<file path="config.mk">
export PLATFORM = sky130hd
export DESIGN_NAME = bcd_to_bin_flat
export DESIGN_NICKNAME = d
export VERILOG_FILES = /design/src/rtl/bcd_to_bin_if.sv /design/src/rtl/bcd_to_bin.sv /design/src/flat_wrapper.sv
export SDC_FILE = /design/constraint.sdc
export NUM_CORES = 1
export LEC_CHECK = 0
export ABC_CLOCK_PERIOD_IN_PS = 3000
export CAP_MARGIN = 0
export CORE_UTILIZATION = 50
export DETAILED_ROUTE_END_ITERATION = 10
export DONT_BUFFER_PORTS = 1
export PLACE_DENSITY = 0.65
export SLEW_MARGIN = 20
export SYNTH_ARGS = -nofsm -noshare
export SYNTH_HDL_FRONTEND = slang
export SYNTH_SLANG_ARGS = --single-unit
</file>
<file path="constraint.sdc">
create_clock -name clk -period 3 [get_ports clk]
set_clock_uncertainty 0.15 [all_clocks]
set_input_delay 0.15 -clock clk [delete_from_list [all_inputs] [get_ports clk]]
set_output_delay 0.15 -clock clk [all_outputs]
set_load 0.01 [all_outputs]
</file>
<file path="src/rtl/bcd_to_bin_if.sv">
// bcd_to_bin_if: request/result handshake bundle for bcd_to_bin.
// BCD_TO_BIN_SIGNED_EN adds the in_neg request field.
interface bcd_to_bin_if #(
  parameter int DIGITS   = 4,
  parameter int OUT_BITS = 16
);

  logic                  in_valid;
  logic                  in_ready;
  logic [4*DIGITS-1:0]   in_bcd;
`ifdef BCD_TO_BIN_SIGNED_EN
  logic                  in_neg;
`endif
  logic                  out_valid;
  logic                  out_ready;
  logic [OUT_BITS-1:0]   out_data;
  logic                  out_err;

  modport master (
    output in_valid,
    input  in_ready,
    output in_bcd,
`ifdef BCD_TO_BIN_SIGNED_EN
    output in_neg,
`endif
    input  out_valid,
    output out_ready,
    input  out_data,
    input  out_err
  );

  modport slave (
    input  in_valid,
    output in_ready,
    input  in_bcd,
`ifdef BCD_TO_BIN_SIGNED_EN
    input  in_neg,
`endif
    output out_valid,
    input  out_ready,
    output out_data,
    output out_err
  );

endinterface

</file>
<file path="src/rtl/bcd_to_bin.sv">
// bcd_to_bin: packed BCD to binary, one digit per clock, MSD first.
// Optional BCD_TO_BIN_SIGNED_EN: in_neg negates the result.
module bcd_to_bin #(
  parameter int DIGITS   = 4,
  parameter int OUT_BITS = 16
) (
  input  logic       clk,
  input  logic       rst_n,
  bcd_to_bin_if.slave bus
);

  localparam int SW = 4 * DIGITS;
  localparam int CW = (DIGITS > 1) ? $clog2(DIGITS) : 1;

  typedef enum logic [1:0] {
    IDLE = 2'd0,
    CONV = 2'd1,
    DONE = 2'd2
  } state_t;

  state_t              state_q;
  state_t              state_d;

  logic [SW-1:0]       sreg_q;
  logic [OUT_BITS-1:0] acc_q;
  logic [CW-1:0]       cnt_q;
  logic                err_q;
  logic [OUT_BITS-1:0] data_q;
  logic                oerr_q;
`ifdef BCD_TO_BIN_SIGNED_EN
  logic                neg_q;
`endif

  logic                accept;
  logic                last;
  logic [3:0]          dig;
  logic                bad;
  logic [3:0]          dig_ok;
  logic [OUT_BITS-1:0] acc_nx;
  logic                err_nx;
  logic [OUT_BITS-1:0] res;
  logic [OUT_BITS-1:0] data_d;

  assign accept = bus.in_valid && (state_q == IDLE);
  assign last   = (cnt_q == CW'(DIGITS - 1));

  // Digit step: fold the top nibble, drop invalid nibbles from value.
  always_comb begin
    dig    = sreg_q[SW-1 -: 4];
    bad    = (dig > 4'd9);
    dig_ok = bad ? 4'd0 : dig;
    acc_nx = (acc_q << 3) + (acc_q << 1)
           + OUT_BITS'(dig_ok);
    err_nx = err_q | bad;
`ifdef BCD_TO_BIN_SIGNED_EN
    res    = neg_q ? (~acc_nx + 1'b1) : acc_nx;
`else
    res    = acc_nx;
`endif
    data_d = err_nx ? '0 : res;
  end

  // State register.
  always_ff @(posedge clk or negedge rst_n) begin
    if (!rst_n) state_q <= IDLE;
    else        state_q <= state_d;
  end

  // Next-state decode.
  always_comb begin
    state_d = state_q;
    unique case (1'b1)
      (state_q == IDLE): if (bus.in_valid) state_d = CONV;
      (state_q == CONV): if (last)         state_d = DONE;
      (state_q == DONE): if (bus.out_ready) state_d = IDLE;
      default:           state_d = IDLE;
    endcase
  end

  // Handshake outputs decoded from state alone.
  always_comb begin
    bus.in_ready  = (state_q == IDLE);
    bus.out_valid = (state_q == DONE);
    bus.out_data  = data_q;
    bus.out_err   = oerr_q;
  end

  // Shift register, accumulator and result hold.
  always_ff @(posedge clk or negedge rst_n) begin
    if (!rst_n) begin
      sreg_q <= '0;
      acc_q  <= '0;
      cnt_q  <= '0;
      err_q  <= 1'b0;
      data_q <= '0;
      oerr_q <= 1'b0;
`ifdef BCD_TO_BIN_SIGNED_EN
      neg_q  <= 1'b0;
`endif
    end else if (accept) begin
      sreg_q <= bus.in_bcd;
      acc_q  <= '0;
      cnt_q  <= '0;
      err_q  <= 1'b0;
`ifdef BCD_TO_BIN_SIGNED_EN
      neg_q  <= bus.in_neg;
`endif
    end else if (state_q == CONV) begin
      sreg_q <= sreg_q << 4;
      acc_q  <= acc_nx;
      cnt_q  <= cnt_q + 1'b1;
      err_q  <= err_nx;
      if (last) begin
        data_q <= data_d;
        oerr_q <= err_nx;
      end
    end
  end

endmodule
</file>
<file path="src/flat_wrapper.sv">
// flat-port wrapper written by rule: the top's interface ports become plain ports
module bcd_to_bin_flat 
#(
  parameter int DIGITS   = 4,
  parameter int OUT_BITS = 16
)
  (clk, rst_n, bus_in_valid, bus_in_ready, bus_in_bcd, bus_out_valid, bus_out_ready, bus_out_data, bus_out_err);
  bcd_to_bin_if #(.DIGITS(DIGITS), .OUT_BITS(OUT_BITS)) bus_i ();
  input  logic clk;
  input  logic rst_n;
  input wire logic [$bits(bus_i.in_valid)-1:0] bus_in_valid;
  output wire logic [$bits(bus_i.in_ready)-1:0] bus_in_ready;
  input wire logic [$bits(bus_i.in_bcd)-1:0] bus_in_bcd;
  output wire logic [$bits(bus_i.out_valid)-1:0] bus_out_valid;
  input wire logic [$bits(bus_i.out_ready)-1:0] bus_out_ready;
  output wire logic [$bits(bus_i.out_data)-1:0] bus_out_data;
  output wire logic [$bits(bus_i.out_err)-1:0] bus_out_err;
  assign bus_i.in_valid = bus_in_valid;
  assign bus_in_ready = bus_i.in_ready;
  assign bus_i.in_bcd = bus_in_bcd;
  assign bus_out_valid = bus_i.out_valid;
  assign bus_i.out_ready = bus_out_ready;
  assign bus_out_data = bus_i.out_data;
  assign bus_out_err = bus_i.out_err;
  bcd_to_bin #(.DIGITS(DIGITS), .OUT_BITS(OUT_BITS)) u_core (.clk(clk), .rst_n(rst_n), .bus(bus_i));
endmodule
</file>
* Word-level counts from Yosys, hierarchy flattened
Cells that the tools add are included.
Word-level totals: bits of input ports 20, output and inout port bits 19, logic and storage cells 38, bits in registers 53
Operators by class: order comparisons 1, reductions and logical operators 5, equal/unequal tests 6, muxes and demuxes 14, bitwise gates (word level) 2, add/subtract/negate cells 3
Operators by type and width (number):
- 16-bit 2-to-1 mux | 3
- 15-bit 2-to-1 mux | 2
- 16-bit adder | 1
- 16-bit by 4-bit adder with 16-bit output | 1
- 2-bit 2-to-1 mux | 5
- 2-bit one-hot mux with 3 select lines | 1
- 3-bit AND reduction | 2
- 2-bit == test (second input constant) | 2
- 4-bit greater-than comparator (second input constant) | 1
- 4-bit 2-to-1 mux | 1
- 2-bit by 1-bit inequality test with 1-bit output (second input constant) | 2
- 2-bit by 1-bit adder with 2-bit output (second input constant) | 1
- 2-bit by 1-bit == test with 1-bit output (second input constant) | 1
- 2-bit zero test | 1
- 1-bit 2-to-1 mux | 2
- 2-bit inequality test (second input constant) | 1
- 2-bit nonzero test | 1
- 1-bit logical AND | 1
- 1-bit inverter | 1
- 1-bit OR | 1

* Longest topological paths before layout
Gate-level depths: netlist of the first run.
depth in word-level cells 5, depth in mapped cells 10, mapped depth without buffers 10

* Worst setup path after synthesis of the first run
OpenSTA, ideal clock, no wires.
kind reg-to-reg, start reg u_core.sreg_q[13], end reg u_core.data_q[11] (netlist: u_core.bus.out_data[11]), data arrival time 2395 ps, buffers on the path 0, required time 2728 ps, slack 334 ps, period minus slack after synthesis 2666 ps, cell stages (with the launch flop) 11, library setup time 122 ps, cell sequence dfrtp_1 > nor2_1 > nand2_1 > fa_1 > inv_1 > ha_1 > a21oi_1 > nand4b_1 > a211oi_2 > or3_1 > a32o_1
Between the ends: longest elaborated chain between the ends 4, elaborated cells between the ends (all ways) 5, classes of those cells 1 x add/sub; 1 x order compare; 2 x mux; 1 x bitwise
RTL lines:
- start: declaration | line bcd_to_bin.sv:24 | logic [SW-1:0] sreg_q;
- start signal: assignment | line bcd_to_bin.sv:101 | sreg_q <= bus.in_bcd;
- start signal: assignment | line bcd_to_bin.sv:109 | sreg_q <= sreg_q << 4;
- 4-bit greater-than comparator | line bcd_to_bin.sv:50 | bad = (dig > 4'd9);
- 4-bit 2-to-1 mux | line bcd_to_bin.sv:51 | dig_ok = bad ? 4'd0 : dig;
- 16-bit by 4-bit adder with 16-bit output | line bcd_to_bin.sv:53 | + OUT_BITS'(dig_ok);
- 16-bit 2-to-1 mux (*) | line bcd_to_bin.sv:60 | data_d = err_nx ? '0 : res;
- end signal: assignment | line bcd_to_bin.sv:114 | data_q <= data_d;
- end: declaration | line bcd_to_bin.sv:28 | logic [OUT_BITS-1:0] data_q;
Mark *: on every way between the ends. The rest lies on a longest branch, timed or not. A chain may end at the register's enable or synchronous reset.

* Worst setup path after layout of the first run
start reg u_core.sreg_q[14], end reg u_core.data_q[13] (netlist: u_core.bus.out_data[13])
The elaborated chain is that of the path after synthesis.

==> impl_metrics.env, run 1 <==
export IMPL_cts_buffer_depth=2
export IMPL_clock_sinks=53
export IMPL_synthArstFlopShare=1.00
export IMPL_initial_core_util=0.531
export IMPL_ys_flop_type="dfrtp_1"
export IMPL_hold_viol=0
export IMPL_wire_per_inst_um=18.3
export IMPL_drive_gt1_frac=0.109
export IMPL_synth_edff_count=0
export IMPL_drv_slew=0
export IMPL_grt_pass1_vias=2409
export IMPL_die_y_um=79.4
export IMPL_grt_antenna_before_repair=0
export IMPL_switching_share=0.445
export IMPL_dpl_worst_slack_ns=0.125
export IMPL_area_growth_pct=17.7
export IMPL_synth_area_leader_cell="dfrtp_1"
export IMPL_fp_dieW_um=79.4
export IMPL_post_route_drc_count=0
export IMPL_overflow=0
export IMPL_cell_internal_pwr_mw=2.15
export IMPL_synth_nets=341
export IMPL_whs_path_depth=4
export IMPL_synth_cell_types=38
export IMPL_endpoint_kind="flop"
export IMPL_fin_cells=394
export IMPL_max_stage_delay_ns=0.57
export IMPL_diodes=0
export IMPL_ys_warnings_count=0
export IMPL_fillers=456
export IMPL_synthTopCellsByCount="53 x dfrtp_1, 30 x nand2_1, 27 x ha_1"
export IMPL_layout_nets=370
export IMPL_critPathArrivalTime_ns=2.93
export IMPL_grt_max_degree=54
export IMPL_numCtsBuffers=5
export IMPL_final_util=0.625
export IMPL_status="finished, final reports clean"
export IMPL_core_area_mm2=0.00564
export IMPL_die_area_mm2=0.00630
export IMPL_num_vias=2373
export IMPL_rsz0062_at_grt="true"
export IMPL_synth_most_common_cell="dfrtp_1"
export IMPL_cts_root_buffer="clkbuf_8"
export IMPL_dr_pass1_iters=5
export IMPL_min_period_over_period=0.962
export IMPL_path_clk_slew_ns=0.10
export IMPL_startpoint_type="flop"
export IMPL_gp_congestion=0.870
export IMPL_grt_use_met3=0.0617
export IMPL_netlist_instances=292
export IMPL_htree_num_levels=2
export IMPL_post_route_min_period_ns=2.89
export IMPL_worst_pin_slew_ns=0.568
export IMPL_ys_top_cells_by_area="dfrtp_1 44%, ha_1 11%, a22o_1 4.4%"
export IMPL_finalSetupViolCount=0
export IMPL_top_usage_layer="met2"
export IMPL_row_count=27
export IMPL_wirelength_mm=7.21
export IMPL_design_area_mm2=0.00352
export IMPL_multiInputGateArea_mm2=0.00162
export IMPL_regArea_mm2=0.00133
export IMPL_grt_usage=0.244
export IMPL_drtIter0Drc=129
export IMPL_synth_top_area_share=0.443
export IMPL_syn_area_mm2=0.00299
export IMPL_met1_usage=0.337
export IMPL_cpMaxStageDelayCell="fa_1"
export IMPL_grt_first_pass_wirelength_mm=11.8
export IMPL_io_pins=39
export IMPL_placed_area_mm2=0.00308
export IMPL_p_leak_nw=1.62
export IMPL_ys_ff_latch=53
export IMPL_rr_worst_depth=10
export IMPL_drv_cap=0
export IMPL_powerDensity_mw_per_mm2=1100
export IMPL_path_cells="nor2_1, nand2_1, fa_1, inv_1, ha_4, a21oi_2, nand4b_1, a211oi_2, or3_4, a32o_1"
export IMPL_vias_per_cell=6.02
export IMPL_dp_cells=357
export IMPL_netSwitchingPower_mw=1.73
export IMPL_vdd_drop_max_mv=0.560
export IMPL_critPathRequiredTime_ns=3.05
export IMPL_max_slew_margin=0.621
export IMPL_ant_nets=0
export IMPL_numPortBuffers=0
export IMPL_synth_seq_area_share=0.443
export IMPL_syn_mean_instance_area_um2=10.3
export IMPL_layout_setup_ws_ns=0.114
export IMPL_holdCritPathClass="in2reg"
export IMPL_p_comb_frac=0.548
export IMPL_p_clk_frac=0.110
export IMPL_fmax_mhz=346
export IMPL_clkLatencyLatePin_ns=0.31
export IMPL_post_dp_hpwl_mm=4.81
export IMPL_power_frac_seq=0.341
export IMPL_cts_tree="done"
export IMPL_path_max_fanout=4
export IMPL_worstSetupPathType="reg2reg"
export IMPL_grt_use_met2=0.382
stage by stage:
stage | power (mW) | setup TNS [ns] | hold WS [ns]
finish | 3.88 | 0 | 0.121
global route | 4.22 | -0.0385 | 0.125
CTS | 3.80 | 0 | 0.116
detailed placement | 3.30 | 0 | -0.294
global placement | 3.25 | 0 | -0.294
floorplan | 2.81 | 0 | -0.296
registers in the layout (all words and copies together) (netlist names):
signal / cells
u_core.err_q: 1
u_core.sreg_q: 16
u_core.bus.out_err: 1
u_core.bus.out_data: 16
u_core.state_q: 2
u_core.acc_q: 15
u_core.cnt_q: 2
per-layer routing:
metal / up-vias / part of all wire
met2: 53 / 0.47
met3: 12 / 0.044
met1: 1170 / 0.47
met5: - / 0
met4: 0 / 0.015
li1: 1138 / -
placed cells by master (no fill, tap or decap), types with 3 or more instances in the layout:
cell type / instances
a32o_1: 11
a22oi_1: 12
buf_4: 10
ha_1: 26
a22o_1: 15
nand2_1: 30
o21ai_0: 26
or3_1: 6
nor2_1: 8
inv_1: 8
nor2b_1: 15
dfrtp_1: 53
dlygate4sd3_1: 26
nand2b_1: 3
xnor2_1: 5
a21o_1: 3
nand4_1: 3
nand3_1: 6
a21oi_2: 4
clkbuf_8: 6
a21oi_1: 17
kinds of logic after synthesis:
kind of cell / Yosys count / share of synthesized area
flip-flops: 53 / 0.443
AND/OR/NAND/NOR: 78 / 0.135
adder cells (fa/ha/maj): 29 / 0.126
AO/OA/AOI/OAI: 102 / 0.243
XOR/XNOR: 7 / 0.0205
buffers and inverters: 23 / 0.0322
area by class of cell:
class	instances	share of cell area
clock buffer	6	0.0234
clock inverter	2	0.00390
inverter	8	0.00852
tap	72	0.0256
sequential	53	0.376
multi-input combinational	216	0.459
timing repair buffer	37	0.103
worst max-delay path: cells and delay by family (launching register included):
family / cells / cell delay (ns)
compound gates: 3 / 0.52
fa+ha+maj: 2 / 0.78
buf+inv: 1 / 0.08
flops: 1 / 0.42
simple gates: 4 / 0.83
power groups by stage:
stage / logic, mW / clock network [mW] / registers [mW]
after detailed placement: 1.96 / 0 / 1.34
after floorplan: 1.56 / 0 / 1.25
after global routing: 2.38 / 0.474 / 1.37
after CTS: 2.04 / 0.438 / 1.32
final: 2.13 / 0.429 / 1.33
after global placement: 1.92 / 0 / 1.33
final timing paths:
path,to,slack (ns),start
worst max-delay path,u_core.bus.out_data[13],0.11,u_core.sreg_q[14]
worst min-delay path,u_core.acc_q[3],0.12,bus_in_valid
worst max register to register,u_core.bus.out_data[13],0.11,u_core.sreg_q[14]
worst min register to register,u_core.cnt_q[0],0.37,u_core.cnt_q[0]
max in group asynchronous,u_core.acc_q[12],2.25,rst_n
min in group asynchronous,u_core.bus.out_data[6],0.22,rst_n
repair_timing:
action	4_1_cts	5_1_grt
hold buffers	27	0
resized for setup	0	8
hold endpoints to repair	70	0
buffers inserted	0	2
setup endpoints to repair	0	9
Power figures use the tool's default switching activity.
==> run 2, diff against run 1 <==
--- a/config.mk
+++ b/config.mk
@@ -8,6 +8,7 @@
 export ABC_CLOCK_PERIOD_IN_PS = 3000
 export CAP_MARGIN = 0
 export CORE_UTILIZATION = 50
+export CTS_BUF_LIST = sky130_fd_sc_hd__clkbuf_4
 export DETAILED_ROUTE_END_ITERATION = 10
 export DONT_BUFFER_PORTS = 1
 export PLACE_DENSITY = 0.65
==> run 2 against run 1 <==
Effect of this change: clock-buffer cell count is 1 lower; routed wire length is 0.69% lower; first-iteration DRC count is 2.3% lower; total power is 3.8% lower; via count is 0.29% higher; utilization is 1.0 points lower; critical endpoint is now u_core.acc_q[10]; hold slack worse by 0.078 ns; setup slack better by 0.017 ns; sequential share of layout area is 0.62 points higher; cell area is 1.6% lower; largest cell class unchanged; non-clock buffer count is 1 higher; critical path depth is 1 lower.
==> impl_metrics.env, run 2 (synthesis results as in run 1) <==
export IMPL_gp_congestion=0.870
export IMPL_drv_slew=0
export IMPL_wire_per_inst_um=18.1
export IMPL_min_period_over_period=0.956
export IMPL_grt_first_pass_wirelength_mm=11.7
export IMPL_vias_per_cell=6.03
export IMPL_diodes=0
export IMPL_grt_usage=0.242
export IMPL_die_area_mm2=0.00630
export IMPL_io_pins=39
export IMPL_cts_buffer_depth=2
export IMPL_ant_nets=0
export IMPL_endpoint_kind="flop"
export IMPL_grt_max_degree=54
export IMPL_vdd_drop_max_mv=0.562
export IMPL_area_growth_pct=15.8
export IMPL_die_y_um=79.4
export IMPL_cts_tree="done"
export IMPL_htree_num_levels=2
export IMPL_fillers=468
export IMPL_startpoint_type="flop"
export IMPL_overflow=0
export IMPL_final_cell_mix="53 x dfrtp_1, 30 x nand2_1, 27 x ha_1, 26 x o21ai_0, 26 x dlygate4sd3_1"
export IMPL_status="finished, final reports clean"
export IMPL_initial_core_util=0.531
export IMPL_worstSetupPathType="reg2reg"
export IMPL_clkLatencyLatePin_ns=0.38
export IMPL_finalSetupViolCount=0
export IMPL_netSwitchingPower_mw=1.69
export IMPL_grt_pass1_vias=2366
export IMPL_worst_pin_slew_ns=0.558
export IMPL_holdCritPathClass="in2reg"
export IMPL_wirelength_mm=7.16
export IMPL_drv_cap=0
export IMPL_numCtsBuffers=5
export IMPL_powerDensity_mw_per_mm2=1080
export IMPL_power_frac_seq=0.354
export IMPL_num_vias=2380
export IMPL_power_mw=3.74
export IMPL_numPortBuffers=0
export IMPL_post_route_min_period_ns=2.87
export IMPL_path_clk_slew_ns=0.16
export IMPL_hold_viol=0
export IMPL_grt_antenna_before_repair=0
export IMPL_post_dp_hpwl_mm=4.81
export IMPL_core_area_mm2=0.00564
export IMPL_critPathRequiredTime_ns=3.12
export IMPL_p_comb_frac=0.560
export IMPL_fin_tns_setup_ns=0
export IMPL_max_slew_margin=0.627
export IMPL_cts_root_buffer="clkbuf_4"
export IMPL_critPathArrivalTime_ns=2.99
export IMPL_final_common_cell="dfrtp_1"
export IMPL_p_clk_frac=0.086
export IMPL_switching_share=0.453
export IMPL_row_count=27
export IMPL_post_route_drc_count=0
export IMPL_drtIter0Drc=126
export IMPL_layout_nets=371
export IMPL_fmax_mhz=349
export IMPL_drive_gt1_frac=0.105
export IMPL_p_leak_nw=1.61
export IMPL_cell_internal_pwr_mw=2.04
export IMPL_dr_pass1_iters=5
export IMPL_fp_dieW_um=79.4
export IMPL_path_max_fanout=4
export IMPL_clock_sinks=53
-- run 2: cell types whose count changed in the layout (fill, tap and decap cells not counted), sizes merged --
cell    previous run  this run
clkinv             2         3
clkbuf             6         5
buf               11        12
-- run 2: through the flow --
stage	util	setup slack [ns]	instances	hold WS, ns	area (um2)
after detailed placement	0.546	0.125	357	-0.294	3080
after floorplan	-	0.334	292	-0.296	2990
after global placement	0.546	0.173	357	-0.294	3080
after global routing	0.615	-0.0274	395	0.0348	3470
final	0.615	0.131	395	0.0431	3470
after CTS	0.606	0.106	392	0.0351	3420
-- run 2: layer usage --
metal | up-vias | wire length, um | part of all wire | global-route usage
li1 | 1143 | - | - | -
met1 | 1162 | 3350 | 0.47 | 0.335
met2 | 67 | 3320 | 0.46 | 0.379
met3 | 8 | 419 | 0.059 | 0.0617
met4 | 0 | 69 | 0.0096 | 0.0582
met5 | - | 0 | 0 | 0
-- run 2: final timing paths --
check / depth (start not counted) / from / slack [ns] / end
setup / recovery: 9 / u_core.sreg_q[13] / 0.13 / u_core.acc_q[10]
hold / removal: 4 / bus_in_valid / 0.04 / u_core.acc_q[3]
setup reg to reg: 9 / u_core.sreg_q[13] / 0.13 / u_core.acc_q[10]
hold reg to reg: 1 / u_core.cnt_q[0] / 0.37 / u_core.cnt_q[0]
max in group asynchronous: 2 / rst_n / 2.32 / u_core.acc_q[12]
min in group asynchronous: 2 / rst_n / 0.13 / u_core.bus.out_data[5]
-- run 2: critical path, stage by stage, from the launching register on --
cell and delay, ns:
dfrtp_1 0.43, nor2_1 0.10, nand2_1 0.07, fa_1 0.49, fa_1 0.48, nor2b_2 0.16, o2111ai_2 0.23, a21oi_1 0.22
o21ai_0 0.14, a32o_1 0.28
-- run 2: timing repair --
| item | 4_1_cts | 5_1_grt |
|---|---|---|
| hold endpoints to repair | 70 | 0 |
| resized for setup | 0 | 6 |
| hold buffers | 27 | 0 |
| setup buffers | 0 | 3 |
| setup endpoints to repair | 0 | 9 |
-- run 2: area by class of cell --
class                      count  area (um2)  share of cell area
multi-input combinational    216        1600               0.460
sequential                    53        1330               0.383
timing repair buffer          38         370               0.107
tap                           72        90.1              0.0260
clock buffer                   5        37.5              0.0108
inverter                       8        30.0             0.00866
clock inverter                 3        17.5             0.00505
-- run 2: power by group through the flow --
stage | Combinational (mW) | Sequential (mW) | Clock [mW]
after floorplan | 1.56 | 1.25 | 0
after global placement | 1.92 | 1.33 | 0
after CTS | 2.04 | 1.32 | 0.327
after global routing | 2.34 | 1.36 | 0.363
after detailed placement | 1.96 | 1.34 | 0
final | 2.09 | 1.32 | 0.322
==> run 3, diff against run 2 <==
--- a/config.mk
+++ b/config.mk
@@ -5,6 +5,7 @@
 export SDC_FILE = /design/constraint.sdc
 export NUM_CORES = 1
 export LEC_CHECK = 0
+export ABC_AREA = 1
 export ABC_CLOCK_PERIOD_IN_PS = 3000
 export CAP_MARGIN = 0
 export CORE_UTILIZATION = 50
==> run 3 against run 2 <==
Effect of this change: cell area increased by 1.3%; global-route usage decreased by 2.2 points; setup slack improved by 0.19 ns; synthesized area increased by 5.4%; die area rose by 5.3%; sequential share of layout area down 0.50 points; register-to-register slack better by 0.19 ns; fmax rose by 7.0%; critical path type unchanged; largest cell class unchanged; largest power group unchanged.
==> impl_metrics.env, run 3 <==
export IMPL_status="finished, final reports clean"
export IMPL_numPortBuffers=0
export IMPL_min_period_over_period=0.894
export IMPL_startpoint_type="flop"
export IMPL_endpoint_kind="flop"
export IMPL_fin_cells=482
export IMPL_vdd_drop_max_mv=0.814
export IMPL_ys_top_cells_by_area="dfrtp_1 42%, nand2_1 15%, ha_1 11%"
export IMPL_fillers=548
export IMPL_synth_seq_area_share=0.420
export IMPL_cts_buffer_depth=2
export IMPL_clock_sinks=53
export IMPL_syn_mean_instance_area_um2=8.20
export IMPL_area_growth_pct=11.3
export IMPL_wire_per_inst_um=13.7
export IMPL_regArea_mm2=0.00133
export IMPL_final_cell_mix="128 x nand2_1, 63 x inv_1, 53 x dfrtp_1, 27 x ha_1, 22 x nand3_1"
export IMPL_max_slew_margin=0.660
export IMPL_placed_area_mm2=0.00321
export IMPL_fmax_mhz=373
export IMPL_cts_root_buffer="clkbuf_4"
export IMPL_fp_dieW_um=81.5
export IMPL_post_route_min_period_ns=2.68
export IMPL_io_pins=39
export IMPL_holdCritPathClass="in2async"
export IMPL_final_common_cell="nand2_1"
export IMPL_hold_viol=0
export IMPL_cts_tree="done"
export IMPL_numCtsBuffers=5
export IMPL_grt_usage=0.220
export IMPL_diodes=0
export IMPL_synth_most_common_cell="nand2_1"
export IMPL_core_area_mm2=0.00599
export IMPL_rsz0062_at_grt="false"
export IMPL_layout_setup_ws_ns=0.318
export IMPL_multiInputGateArea_mm2=0.00152
export IMPL_initial_core_util=0.527
export IMPL_ys_ff_latch=53
export IMPL_post_dp_hpwl_mm=4.82
export IMPL_overflow=0
export IMPL_syn_area_mm2=0.00316
export IMPL_synth_nets=434
export IMPL_power_mw=4.13
export IMPL_grt_pass1_vias=2392
export IMPL_worst_pin_slew_ns=0.510
export IMPL_ys_warnings_count=0
export IMPL_synth_area_leader_cell="dfrtp_1"
export IMPL_drv_slew=0
export IMPL_dp_cells=454
export IMPL_grt_max_degree=54
export IMPL_post_route_drc_count=0
export IMPL_synthTopCellsByCount="128 x nand2_1, 63 x inv_1, 53 x dfrtp_1"
export IMPL_dpl_worst_slack_ns=0.273
export IMPL_ant_nets=0
export IMPL_grt_first_pass_wirelength_mm=11.0
export IMPL_gp_congestion=0.847
export IMPL_worstSetupPathType="reg2reg"
export IMPL_drive_gt1_frac=0.0688
export IMPL_path_clk_slew_ns=0.16
export IMPL_synth_cell_types=34
export IMPL_wirelength_mm=6.61
export IMPL_grt_antenna_before_repair=0
export IMPL_drv_cap=0
export IMPL_critPathArrivalTime_ns=2.81
export IMPL_finalSetupViolCount=0
export IMPL_critPathRequiredTime_ns=3.13
export IMPL_ys_flop_type="dfrtp_1"
export IMPL_r2r_start="u_core.sreg_q[13]"
export IMPL_holdWs_ns=0.120
export IMPL_vias_per_cell=5.12
export IMPL_design_area_mm2=0.00351
export IMPL_die_area_mm2=0.00663
export IMPL_netlist_instances=385
export IMPL_die_y_um=81.5
export IMPL_drtIter0Drc=80
export IMPL_num_vias=2470
export IMPL_row_count=28
export IMPL_p_leak_nw=1.88
export IMPL_powerDensity_mw_per_mm2=1180
export IMPL_fin_tns_setup_ns=0
export IMPL_clkLatencyLatePin_ns=0.37
export IMPL_synth_edff_count=0
export IMPL_layout_nets=455
export IMPL_path_max_fanout=3
export IMPL_synth_top_area_share=0.420
export IMPL_synthArstFlopShare=1.00
export IMPL_final_util=0.586
export IMPL_setup_worst_path_start="u_core.sreg_q[13]"
export IMPL_htree_num_levels=2
export IMPL_dr_pass1_iters=4
==> run 3: final cells by class <==
| class | instances | share of cell area |
|---|---|---|
| clock buffer | 6 | 0.0128 |
| clock inverter | 2 | 0.0110 |
| inverter | 65 | 0.0744 |
| multi-input combinational | 260 | 0.433 |
| sequential | 53 | 0.377 |
| tap | 75 | 0.0267 |
| timing repair buffer | 21 | 0.0641 |
==> run 3: worst max-delay path, stage by stage (launching register included) <==
cell and delay, ns:
dfrtp_1 0.40, inv_1 0.13, a21oi_2 0.09, inv_1 0.08, nand2_1 0.06, fa_1 0.48, fa_1 0.47, nand3b_1 0.19
nand2_1 0.15, nand3_1 0.11, nand3_1 0.08, nand2_1 0.07, nand3_1 0.08, nand2_1 0.06
==> run 3: cells by family after synthesis <==
group / count (synthesis) / synth area share
compound gates: 47 / 0.104
fa+ha+maj: 29 / 0.120
buf+inv: 72 / 0.0987
flops: 53 / 0.420
simple gates: 178 / 0.241
xor+xnor: 6 / 0.0166
==> run 3: layer usage <==
| layer | vias to the layer above | GRT usage | wire length [um] |
|---|---|---|---|
| met5 | - | 0 | 0 |
| met4 | 0 | 0.0625 | 105 |
| met3 | 11 | 0.0444 | 288 |
| met2 | 49 | 0.369 | 3200 |
| met1 | 1145 | 0.286 | 3020 |
| li1 | 1265 | - | - |
==> run 3: final timing paths <==
check	end	slack (ns)	depth (start not counted)
setup / recovery	u_core.bus.out_data[14]	0.32	13
hold / removal	u_core.bus.out_data[11]	0.12	2
setup reg to reg	u_core.bus.out_data[14]	0.32	13
hold reg to reg	u_core.cnt_q[0]	0.34	1
max in group asynchronous	u_core.acc_q[7]	2.34	2
min in group clk	u_core.state_q[1]	0.24	2
==> run 3: timing repair <==
item | CTS | global route
setup endpoints to repair | 0 | 4
hold endpoints to repair | 71 | 0
gates resized for setup | 0 | 1
hold buffers | 20 | 0
buffers inserted | 0 | 0
==> run 3: report_power, final <==
group	switching (mW)	total, mW	leakage (nW)	internal (mW)
Clock	0.227	0.414	0.0459	0.187
Combinational	1.57	2.44	1.16	0.866
Sequential	0.245	1.28	0.676	1.03
Total	2.04	4.13	1.88	2.09
